$ cat src/rtl/digit_scan_ctrl.sv
// Scan controller for a 4-digit multiplexed seven-segment display.
// Each slot opens with a blank window, then lights one enabled digit. Disabled digits are skipped.
module digit_scan_ctrl #(
   parameter int PRESCALE     = 100000,
   parameter int BLANK_CYCLES = 1000
) (
   input  logic       clk,
   input  logic       reset,
   input  logic       enable,
   input  logic [3:0] digit_en,
   output logic [1:0] sel,
   output logic [3:0] an,
   output logic       digit_tick,
   output logic       frame_tick
);

   localparam int CW = (PRESCALE > 1) ? $clog2(PRESCALE) : 1;
   localparam logic [CW-1:0] SLOT_LAST  = CW'(PRESCALE - 1);
   localparam logic [CW-1:0] BLANK_LAST = CW'((BLANK_CYCLES > 0) ? BLANK_CYCLES - 1 : 0);
   localparam bit HAS_BLANK = (BLANK_CYCLES > 0);

   typedef enum logic [1:0] {IDLE, BLANK, SHOW} state_t;

   state_t          state_q, state_d, start_state;
   logic [CW-1:0]   cnt_q, cnt_d;
   logic [1:0]      sel_q, sel_d;
   logic [3:0]      an_q, an_d;
   logic            digit_tick_q, digit_tick_d;
   logic            frame_tick_q, frame_tick_d;
   logic [1:0]      first_sel, next_sel;
   logic            found;

   assign start_state = HAS_BLANK ? BLANK : SHOW;

   // Lowest enabled digit on (re)start; rotating search from sel+1 on slot advance.
   always_comb begin
      first_sel = 2'd0;
      for (int i = 3; i >= 0; i--) begin
         if (digit_en[i]) first_sel = 2'(i);
      end
      next_sel = sel_q;
      found    = 1'b0;
      for (int k = 1; k <= 4; k++) begin
         if (!found && digit_en[sel_q + 2'(k)]) begin
            next_sel = sel_q + 2'(k);
            found    = 1'b1;
         end
      end
   end

   always_comb begin
      state_d      = state_q;
      cnt_d        = cnt_q;
      sel_d        = sel_q;
      digit_tick_d = 1'b0;
      frame_tick_d = 1'b0;
      if (!enable) begin
         state_d = IDLE;
         cnt_d   = '0;
      end else begin
         case (state_q)
            IDLE: begin
               state_d = start_state;
               cnt_d   = '0;
               sel_d   = first_sel;
            end
            default: begin
               if (cnt_q == SLOT_LAST) begin
                  state_d      = start_state;
                  cnt_d        = '0;
                  sel_d        = next_sel;
                  digit_tick_d = 1'b1;
                  frame_tick_d = (next_sel <= sel_q);
               end else begin
                  cnt_d = cnt_q + 1'b1;
                  if (state_q == BLANK && cnt_q == BLANK_LAST) state_d = SHOW;
               end
            end
         endcase
      end
      // Anode follows the next state so it can never be lit during BLANK.
      an_d = (state_d == SHOW && digit_en[sel_d]) ? ~(4'b0001 << sel_d) : 4'b1111;
   end

   always_ff @(posedge clk) begin
      if (reset) begin
         state_q      <= IDLE;
         cnt_q        <= '0;
         sel_q        <= 2'd0;
         an_q         <= 4'b1111;
         digit_tick_q <= 1'b0;
         frame_tick_q <= 1'b0;
      end else begin
         state_q      <= state_d;
         cnt_q        <= cnt_d;
         sel_q        <= sel_d;
         an_q         <= an_d;
         digit_tick_q <= digit_tick_d;
         frame_tick_q <= frame_tick_d;
      end
   end

   assign sel        = sel_q;
   assign an         = an_q;
   assign digit_tick = digit_tick_q;
   assign frame_tick = frame_tick_q;

endmodule
$ cat config.mk
export PLATFORM = sky130hd
export DESIGN_NAME = digit_scan_ctrl
export DESIGN_NICKNAME = d
export VERILOG_FILES = /design/src/rtl/digit_scan_ctrl.sv
export SDC_FILE = /design/constraint.sdc
export NUM_CORES = 1
export LEC_CHECK = 0
export ABC_AREA = 1
export BUFFER_PORTS_ARGS = -buffer_cell sky130_fd_sc_hd__buf_2
export CORE_MARGIN = 2
export CORE_UTILIZATION = 52
export DETAILED_ROUTE_END_ITERATION = 7
export GPL_TIMING_DRIVEN = 0
export PLACE_DENSITY_LB_ADDON = 0.3
export SLEW_MARGIN = 20
export SYNTH_ARGS = -nofsm -noshare
export SYNTH_HDL_FRONTEND = slang
export SYNTH_SLANG_ARGS = --single-unit
$ cat constraint.sdc
create_clock -name clk -period 1.7 [get_ports clk]
set_input_delay 0.085 -clock clk [delete_from_list [all_inputs] [get_ports clk]]
set_output_delay 0.085 -clock clk [all_outputs]
set_load 0.02 [all_outputs]
# Word-level counts from Yosys, hierarchy flattened
# Index checks and enable logic that the tools add are counted.
dict set report classes {
  order_cmp 6
  n_addsub 4
  mul 0
  eq_ne 4
  n_reduce_logical 13
  muxes 29
  bitwise 4
  shifts 1
  n_div 0
}
# cell n
set op_table {}
lappend op_table {{$mux 2} 15}
lappend op_table {{$add 17x1->17 const B} 1}
lappend op_table {{$eq 17x10->1 const B} 1}
lappend op_table {{$eq 17x17->1 const B} 1}
lappend op_table {{$lt 2x3->1 const B} 5}
lappend op_table {{$bmux 1 s2} 5}
lappend op_table {{$mux 1} 9}
lappend op_table {{$reduce_or 4->1} 2}
lappend op_table {{$logic_and 1x1->1} 5}
lappend op_table {{$add 2x2->2 const B} 2}
lappend op_table {{$not 4->4} 1}
lappend op_table {{$shl 1x2->4 const A} 1}
lappend op_table {{$logic_not 1->1} 3}
lappend op_table {{$not 1->1} 3}
lappend op_table {{$reduce_or 3->1} 1}
lappend op_table {{$add 2x1->2 const B} 1}
lappend op_table {{$eq 2x1->1 const B} 1}
lappend op_table {{$eq 2x2->1 const B} 1}
lappend op_table {{$le 2x2->1} 1}
lappend op_table {{$logic_not 2->1} 1}
lappend op_table {{$reduce_or 2->1} 1}
dict set report word_totals {
  memories 0
  ramBits 0
  mem_bits_ro 0
  regBits 27
  out_inout_bits 8
  elab_cells 67
  latchBits 0
  inputBits 7
}

# Longest topological paths before layout
# Gate-level depths: netlist of the first run.
dict set report depth {
  depth_word 21
  depth_mapped 17
  mapped_depth_nobuf 16
}

# Worst setup path before layout of the first run
# Ideal clock, no wire load.
dict set report synth_path {
  path_kind {register to register}
  start {reg sel_q[0] (netlist: sel[0])}
  end {reg frame_tick_q (netlist: frame_tick)}
  arrival_ns 1.872
  t_required_ns 1.622
  period_less_slack_ns 1.950
  setup_time_ns 0.078
  path_stages_with_launch 14
  path_buffers 1
  setup_slack_ns -0.250
  path_cell_list {dfxtp_1 -> buf_6 -> clkinv_4 -> nand2_1 -> nand3_1 -> nand2_1 -> nor2_1 -> nand2_1 -> nand3_2 -> and2_1 -> ha_1 -> a21oi_1 -> a21oi_1 -> nor3_1}
}
dict set report synth_between {
  elab_chain_cells 14
  word_cells_on_any_way 25
  classes_between {3 x add/sub; 1 x order compare; 15 x mux; 6 x reduce/logical}
}
# item line
set synth_lines {}
lappend synth_lines {{start: declaration} 26} ;# logic [1:0] sel_q, sel_d;
lappend synth_lines {{start signal: assignment} 96} ;# sel_q <= sel_d;
lappend synth_lines {{$add 2x1->2} {44, 45}}
lappend synth_lines {{$bmux 1 s2} 44} ;# if (!found && digit_en[sel_q + 2'(k)]) begin
lappend synth_lines {{$mux 1 (implied by the code)} 44}
lappend synth_lines {{$mux 1} 44}
lappend synth_lines {{$logic_not 1->1} 44}
lappend synth_lines {{$logic_and 1x1->1} 44}
lappend synth_lines {{$mux 1} 44}
lappend synth_lines {{$logic_not 1->1} 44}
lappend synth_lines {{$logic_and 1x1->1} 44}
lappend synth_lines {{$mux 1} 44}
lappend synth_lines {{$logic_not 1->1} 44}
lappend synth_lines {{$logic_and 1x1->1} 44}
lappend synth_lines {{$mux 2} 44}
lappend synth_lines {{$le 2x2->1 *} 73} ;# frame_tick_d = (next_sel <= sel_q);
lappend synth_lines {{end signal: assignment} 99} ;# frame_tick_q <= frame_tick_d;
lappend synth_lines {{end: declaration} 29} ;# logic frame_tick_q, frame_tick_d;
# Mark *: on every way between the ends. The rest lies on a longest branch, timed or not. The select of a mux whose other input is x is not followed.
# A chain may end at the register's enable or synchronous reset.

# Worst setup path after layout of the first run
# Ends and elaborated chain as after synthesis.

==> run_results.csv, run 1 <==
group,metric,value,unit
outcome,status,"complete, but fails checks",
outcome,violations,"negative setup slack",
power_and_ir_drop,switching_share,29.97,%
sta,relSlewSlack,68.03,%
cts,cts_buffers,3,
sta,period_share,108.4,%
sta,clock_skew,10.81,ps
routing,ant_nets,0,
grt,grt_pass1_wl,5844,microns
setup_path,cp_slowest_stage_delay,450,ps
placement,dp_hpwl,2216,microns
setup_path,critical_path_class,"register to register",
routing,vias,1588,
grt,track_usage,21.82,%
power_and_ir_drop,peakVddDrop,0.6674,mV
routing,drt_pass1_iterations,5,
sta,worst_pin_slew,475.2,ps
die,initial_utilization,55.65,%
yosys,yosysSeqAreaShare,34.92,%
power_and_ir_drop,switchingPower,369.5,uW
final_layout,layout_common_cells,"nand2_1 (37), inv_1 (25), nor2_1 (25), nand2_2 (22), dfxtp_1 (19)",
placement,place_congestion,0.8611,
cts,path_clk_slew,140,ps
sta,setup_viol,5,
final_layout,postLayoutCoreUtil,75.98,%
die,ioPinCount,15,
routing,wl_per_cell,12.68,microns
sta,period_minus_slack,1843,ps
setup_path,crit_arrival,2070,ps
power_and_ir_drop,clkPwrFrac,22.1,%
power_and_ir_drop,seqPwrFrac,52.5,%
routing,drc,0,
die,die_w,58.56,microns
final_layout,fin_nets,282,
yosys,synth_cell_types,33,
placement,io_buffers,14,
yosys,ys_ff_latch,27,
yosys,synth_cells,234,
sta,drv_slew,0,
routing,routed_wl,3828,microns
cts,root_buffer,"clkbuf_4",
yosys,synth_fp_nets,244,
placement,dp_cells,279,
sta,hold_viol,0,
yosys,mappedNetlistArea,1548,sq um
yosys,postSynthAreaPerCell,6.614,sq um
final_layout,design_area,2113,sq um
final_layout,drive_gt1_share,42.07,%
routing,drt_iter0_drc,90,
sta,hold_slack,191.3,ps
final_layout,area_delta_synth_final,36.54,%
die,dieHeight,58.56,microns
cts,clock_sink_count,27,
die,placementRows,19,
final_layout,antenna_cells_inserted,0,
power_and_ir_drop,p_per_area,583.5,nW/um^2
power_and_ir_drop,leakage,0.0009112,uW
sta,max_freq,0.5426,GHz
grt,antenna_found_initial,0,
grt,grt_overflow,0,
sta,fin_ws,-143.0,ps
cts,cts_tree,"done",
setup_path,cp_data_required_time,1920,ps
cts,cts_max_level,1,
placement,dpl-instance-area,1684,sq um
die,fp.dieArea,3429,sq um
cts,clk_path_buf_depth,2,
cts,clkLatencyLatePin,320,ps
yosys,yosysWarnings,0,
job,drv_cap,0,
grt,grt_pass1_vias,1392,
final_layout,layout_commonest_cell,"nand2_1",
setup_path,crit_chain,"buf_6, nand2_2, nand2_2, nand2_1, nand2_2, nand2_2, nand2_2, nand2_2, and2_2, ha_1, a21oi_1, nor3_1",
setup_path,cpMostUsedCell,"nand2_2",
grt,grt_max_degree,15,
sta,rsz0062_at_grt,"yes",
setup_path,cpMaxStageDelayCell,"dfxtp_4",
die,core_region_area,2781,sq um
power_and_ir_drop,combPwrFrac,25.4,%
setup_path,cp-end-kind,"register",
hold_path,holdCritPathClass,"input port to register",
setup_path,cp_max_fo,7,
routing,viasPerCell,5.258,
final_layout,fin_cells,302,
power_and_ir_drop,internal_power,863.5,uW
setup_path,startpoint_type,"register",
-- timing repair --
action | 4_1_cts | 5_1_grt
hold buffers | 1 | 0
setup buffers | 7 | 12
gates resized for setup | 27 | 47
endpoints found under the setup margin | 13 | 19
endpoints found under the hold margin | 2 | 0
cloned | 0 | 0
pin swaps | 17 | 21
-- synth_stat cells, drive strengths merged --
master	count	share of area, %
a21oi	14	4.8
o21a	2	0.97
clkinv	3	1.1
nor3b	3	1.5
dfxtp	27	35
and2	2	0.89
ha	3	2.4
or2	1	0.40
xor2	1	0.57
nand3	25	9.4
o2111ai	1	0.57
nor3	8	2.6
a211oi	1	0.49
nand2	64	17
nor2	33	8.7
nand4	5	2.0
nor4	1	0.40
a31oi	1	0.40
buf	2	1.1
o21ai	6	1.9
inv	31	7.5
-- state kept, by name, indices dropped and copies added, names as in the netlist --
| signal | flops |
|---|---|
| cnt_q | 17 |
| an | 4 |
| sel | 2 |
| state_q | 2 |
| digit_tick | 1 |
| frame_tick | 1 |
-- worst paths after layout --
kind	endpoint	cells after the start	slack, ps	from
setup / recovery	frame_tick$_SDFF_PP0_	12	-140	sel[0]$_SDFF_PP0_
hold / removal	sel[1]$_SDFF_PP0_	4	190	enable
setup reg to reg	frame_tick$_SDFF_PP0_	12	-140	sel[0]$_SDFF_PP0_
hold reg to reg	cnt_q[9]$_SDFF_PP0_	2	490	cnt_q[9]$_SDFF_PP0_
-- final cells by class --
| class | count | area, sq um |
|---|---|---|
| buffer | 1 | 7.507 |
| clock buffer | 4 | 26.28 |
| tap | 31 | 38.79 |
| timing repair buffer | 34 | 234.0 |
| inverter | 34 | 145.1 |
| multi-input combinational | 171 | 1104 |
| sequential | 27 | 558.0 |
| fill | 193 | 668.1 |
-- metal layers --
layer,up-vias,track usage (%),share of wire [%]
met5,-,0,0
met4,0,8.306,0.81
met3,4,4.615,3.4
met2,30,34.03,50
met1,727,29.59,46
li1,827,-,-
-- critical path, delay by kind of cell (launching register included) --
kind	cells	cell delay [ps]
AND/OR/NAND/NOR	9	730
buffers and inverters	1	140
flip-flops	1	450
adder cells (fa/ha/maj)	1	270
AO/OA/AOI/OAI	1	150
-- power groups by stage --
stage	Combinational [uW]	Clock (uW)	Sequential [uW]
2_1_floorplan	162	0	661
3_3_place_gp	203	0	659
3_5_place_dp	205	0	659
4_1_cts	250	277	645
5_1_grt	343	315	650
6_report	313	272	648
-- cells by family (layout without fill, tap and decap cells) --
logic type | after synthesis | count (layout) | synth area share (%)
flops | 27 | 27 | 34.92
simple gates | 142 | 142 | 43.25
compound gates | 25 | 25 | 9.135
fa+ha+maj | 3 | 3 | 2.425
buf+inv | 36 | 73 | 9.700
xor+xnor | 1 | 1 | 0.5660
-- metrics by stage --
stage                     power [uW]  TNS [ps]  worst slack, ps
final                           1233    -569.1           -143.0
after global routing            1308     -1198           -237.7
after CTS                       1171    -369.0           -169.8
after detailed placement       863.8    -876.9           -188.7
after global placement         862.1    -737.3           -149.1
after floorplan                823.1    -66.37           -66.37
Note: power is estimated with default switching activity, not from simulation.
==> inputs of run 2 (changes only) <==
--- a/config.mk
+++ b/config.mk
@@ -5,14 +5,14 @@
 export SDC_FILE = /design/constraint.sdc
 export NUM_CORES = 1
 export LEC_CHECK = 0
-export ABC_AREA = 1
+export ABC_CLOCK_PERIOD_IN_PS = 1700
 export BUFFER_PORTS_ARGS = -buffer_cell sky130_fd_sc_hd__buf_2
 export CORE_MARGIN = 2
-export CORE_UTILIZATION = 52
+export CORE_UTILIZATION = 51
 export DETAILED_ROUTE_END_ITERATION = 7
 export GPL_TIMING_DRIVEN = 0
 export PLACE_DENSITY_LB_ADDON = 0.3
-export SLEW_MARGIN = 20
+export SLEW_MARGIN = 0
 export SYNTH_ARGS = -nofsm -noshare
 export SYNTH_HDL_FRONTEND = slang
 export SYNTH_SLANG_ARGS = --single-unit
==> run 2 against run 1 <==
Against the previous run:
- critical endpoint is now an[2]$_SDFF_PP1_
- register-to-register slack lost 200 ps
- the run still ends with negative setup slack left
- maximum frequency shrank 9.6%
- critical path type unchanged
- count of clock-buffer cells in the layout shrank 1
==> run_results.csv, run 2 <==
group,metric,value,unit
final_layout,antenna_cells_inserted,0,
final_layout,layout_common_cells,"nor2_1 (21), dfxtp_1 (15), buf_2 (14), buf_4 (12)",
setup_path,reg2reg_from,"cnt_q[1]$_SDFF_PP0_",
yosys,netlist.area_leader.share,41.14,%
routing,drc,0,
setup_path,cp_data_required_time,1950,ps
grt,grt_max_degree,16,
placement,dp_slack,-422.6,ps
yosys,synth_fp_nets,162,
hold_path,min_to,"state_q[0]$_SDFF_PP0_",
placement,place_congestion,0.7901,
cts,clock_sink_count,27,
die,core_region_area,2455,sq um
sta,hold_viol,0,
yosys,synthMuxAreaShare,0.7619,%
die,initial_utilization,53.52,%
yosys,synth_ff_type,"dfxtp_1",
hold_path,whs_path_depth,3,
yosys,postSynthAreaPerCell,8.643,sq um
yosys,synth_top_family_by_area,"simple AND/OR/NAND/NOR gates",
die,dieHeight,54.76,microns
final_layout,area_delta_synth_final,33.14,%
setup_path,cp-end-kind,"register",
yosys,synthTopCellsByCount,"dfxtp_1 (27), nor2_1 (22), a21oi_1 (9)",
yosys,mappedNetlistArea,1314,sq um
final_layout,drive_gt1_share,32.28,%
routing,viasPerCell,5.548,
placement,dp_hpwl,1870,microns
grt,grt_pass1_wl,4809,microns
yosys,yosysMostFrequentCell,"dfxtp_1",
sta,worst_pin_slew,388.0,ps
setup_path,crit_start,"cnt_q[1]$_SDFF_PP0_",
final_layout,layout_commonest_cell,"nor2_1",
final_layout,largest_register,"cnt_q",
sta,max_freq,0.4904,GHz
power_and_ir_drop,peakVddDrop,0.4615,mV
final_layout,fin_nets,200,
sta,clock_skew,27.96,ps
sta,drv_slew,0,
grt,grt_pass1_vias,1162,
final_layout,largest_reg_flops,17,
sta,rsz0062_at_grt,"yes",
yosys,yosysSeqAreaShare,41.14,%
cts,path_clk_slew,160,ps
setup_path,critical_path_class,"register to register",
sta,relSlewSlack,73.92,%
yosys,synthXorXnorAreaFrac,8.000,%
setup_path,cp_max_fo,5,
yosys,yosys.area.top_type,"dfxtp_1",
yosys,synth_simple_gate_area_share,31.43,%
yosys,synth_cell_types,41,
cts,clkLatencyLatePin,350,ps
sta,finalSetupTns,-4032,ps
setup_path,reg2regPathDepth,7,
grt,antenna_found_initial,0,
power_and_ir_drop,p_per_area,588.9,nW/um^2
yosys,synth-compound-area-share,13.43,%
hold_path,min_from,"enable",
yosys,ys_ff_latch,27,
cts,cts_max_level,1,
setup_path,crit_arrival,2280,ps
grt,grt_overflow,0,
routing,drt_iter0_drc,18,
routing,ant_nets,0,
sta,period_share,119.9,%
die,die_w,54.76,microns
routing,drt_pass1_iterations,4,
yosys,synthAdderAreaFrac,2.857,%
sta,fin_ws,-339.1,ps
power_and_ir_drop,total_power,1030,uW
grt,track_usage,22.51,%
die,fp.dieArea,2998,sq um
power_and_ir_drop,leakage,0.0006423,uW
cts,cts_tree,"done",
setup_path,startpoint_type,"register",
outcome,status,"complete, but fails checks",
routing,routed_wl,3136,microns
cts,root_buffer,"clkbuf_4",
routing,wl_per_cell,14.32,microns
yosys,synth_cells,152,
setup_path,r2r_end,"an[2]$_SDFF_PP1_",
placement,io_buffers,14,
setup_path,r2r_slack,-340,ps
sta,setup_viol,22,
job,drv_cap,0,
yosys,synthTopCellsByArea,"dfxtp_1 (41%), nor2_1 (6.3%), xor2_1 (5.3%)",
cts,cts_buffers,3,
hold_path,holdCritPathClass,"input port to register",
die,placementRows,18,
yosys,yosysWarnings,0,
outcome,violations,"negative setup slack",
yosys,synth_edf_count,0,
sta,period_minus_slack,2039,ps
yosys,async_flop_share,0,%
cts,clk_path_buf_depth,2,
die,ioPinCount,15,
routing,vias,1215,
[run 2: cell types whose count changed after synthesis, sizes merged, moves of 5 or more]
cell,change
a21oi,-5
xor2,+7
inv,-26
nor2,-11
and3,+5
nand3,-17
nand2,-56
nor3,-6
[run 2: worst max-delay path by stage]
stage                           endpoint  slack [ps]  depth (start not counted)
floorplan               an[0]$_SDFF_PP1_        -170                          8
global placement    cnt_q[12]$_SDFF_PP0_        -380                          6
detailed placement  cnt_q[10]$_SDFF_PP0_        -420                          6
CTS                     an[2]$_SDFF_PP1_        -270                          8
global route            an[2]$_SDFF_PP1_        -420                          7
finish                  an[2]$_SDFF_PP1_        -340                          7
[run 2: layout make-up]
| type | instances | area [sq um] |
|---|---|---|
| flip-flops and latches | 27 | 563.0 |
| clock buffers | 3 | 22.52 |
| well taps | 30 | 37.54 |
| multi-input cells | 117 | 825.8 |
| fillers | 192 | 705.7 |
| repair buffers | 34 | 257.7 |
| clock inverters | 1 | 5.005 |
| plain buffers | 2 | 18.77 |
| inverters | 5 | 18.77 |
[run 2: layer usage]
layer  GRT usage [%]  wire [microns]
met4           5.833              27
met1           23.79            1329
met3           6.011             100
met5               0               0
met2           43.06            1678
[run 2: metrics by stage]
step	area [sq um]	utilization [%]	cells	hold slack, ps
4_1_cts	1648	67.13	214	66.15
2_1_floorplan	1338	-	152	151.7
5_1_grt	1749	71.25	219	82.60
6_report	1749	71.25	219	74.93
3_3_place_gp	1445	58.87	196	272.8
3_5_place_dp	1445	58.87	196	274.8
[run 2: logic make-up (layout without fill, tap and decap cells)]
family          count (synthesis)  after routing
compound gates                 26             26
xor+xnor                       12             12
fa+ha+maj                       3              3
buf+inv                         8             45
flops                          27             27
mux                             1              1
simple gates                   75             75
[run 2: repair_timing]
action | CTS | global route
setup endpoints to repair | 24 | 22
cloned | 0 | 1
endpoints found under the hold margin | 6 | 0
resized for setup | 21 | 11
buffers inserted | 9 | 5
pin swaps | 2 | 7
hold buffers | 5 | 0
[run 2: worst max-delay path, cell delays in order (launching register included)]
cell	delay [ps]
dfxtp_2	390
ha_4	150
nand4_4	80
or3_4	380
or2_4	280
and3_4	190
a311oi_4	340
nand3_1	130
[run 2: report_power, final]
| group | switching (uW) | total (uW) | internal [uW] |
|---|---|---|---|
| Combinational | 51.9 | 102 | 50.2 |
| Sequential | 6.99 | 640 | 633 |
| Clock | 199 | 288 | 88.6 |
| Total | 258 | 1030 | 772 |
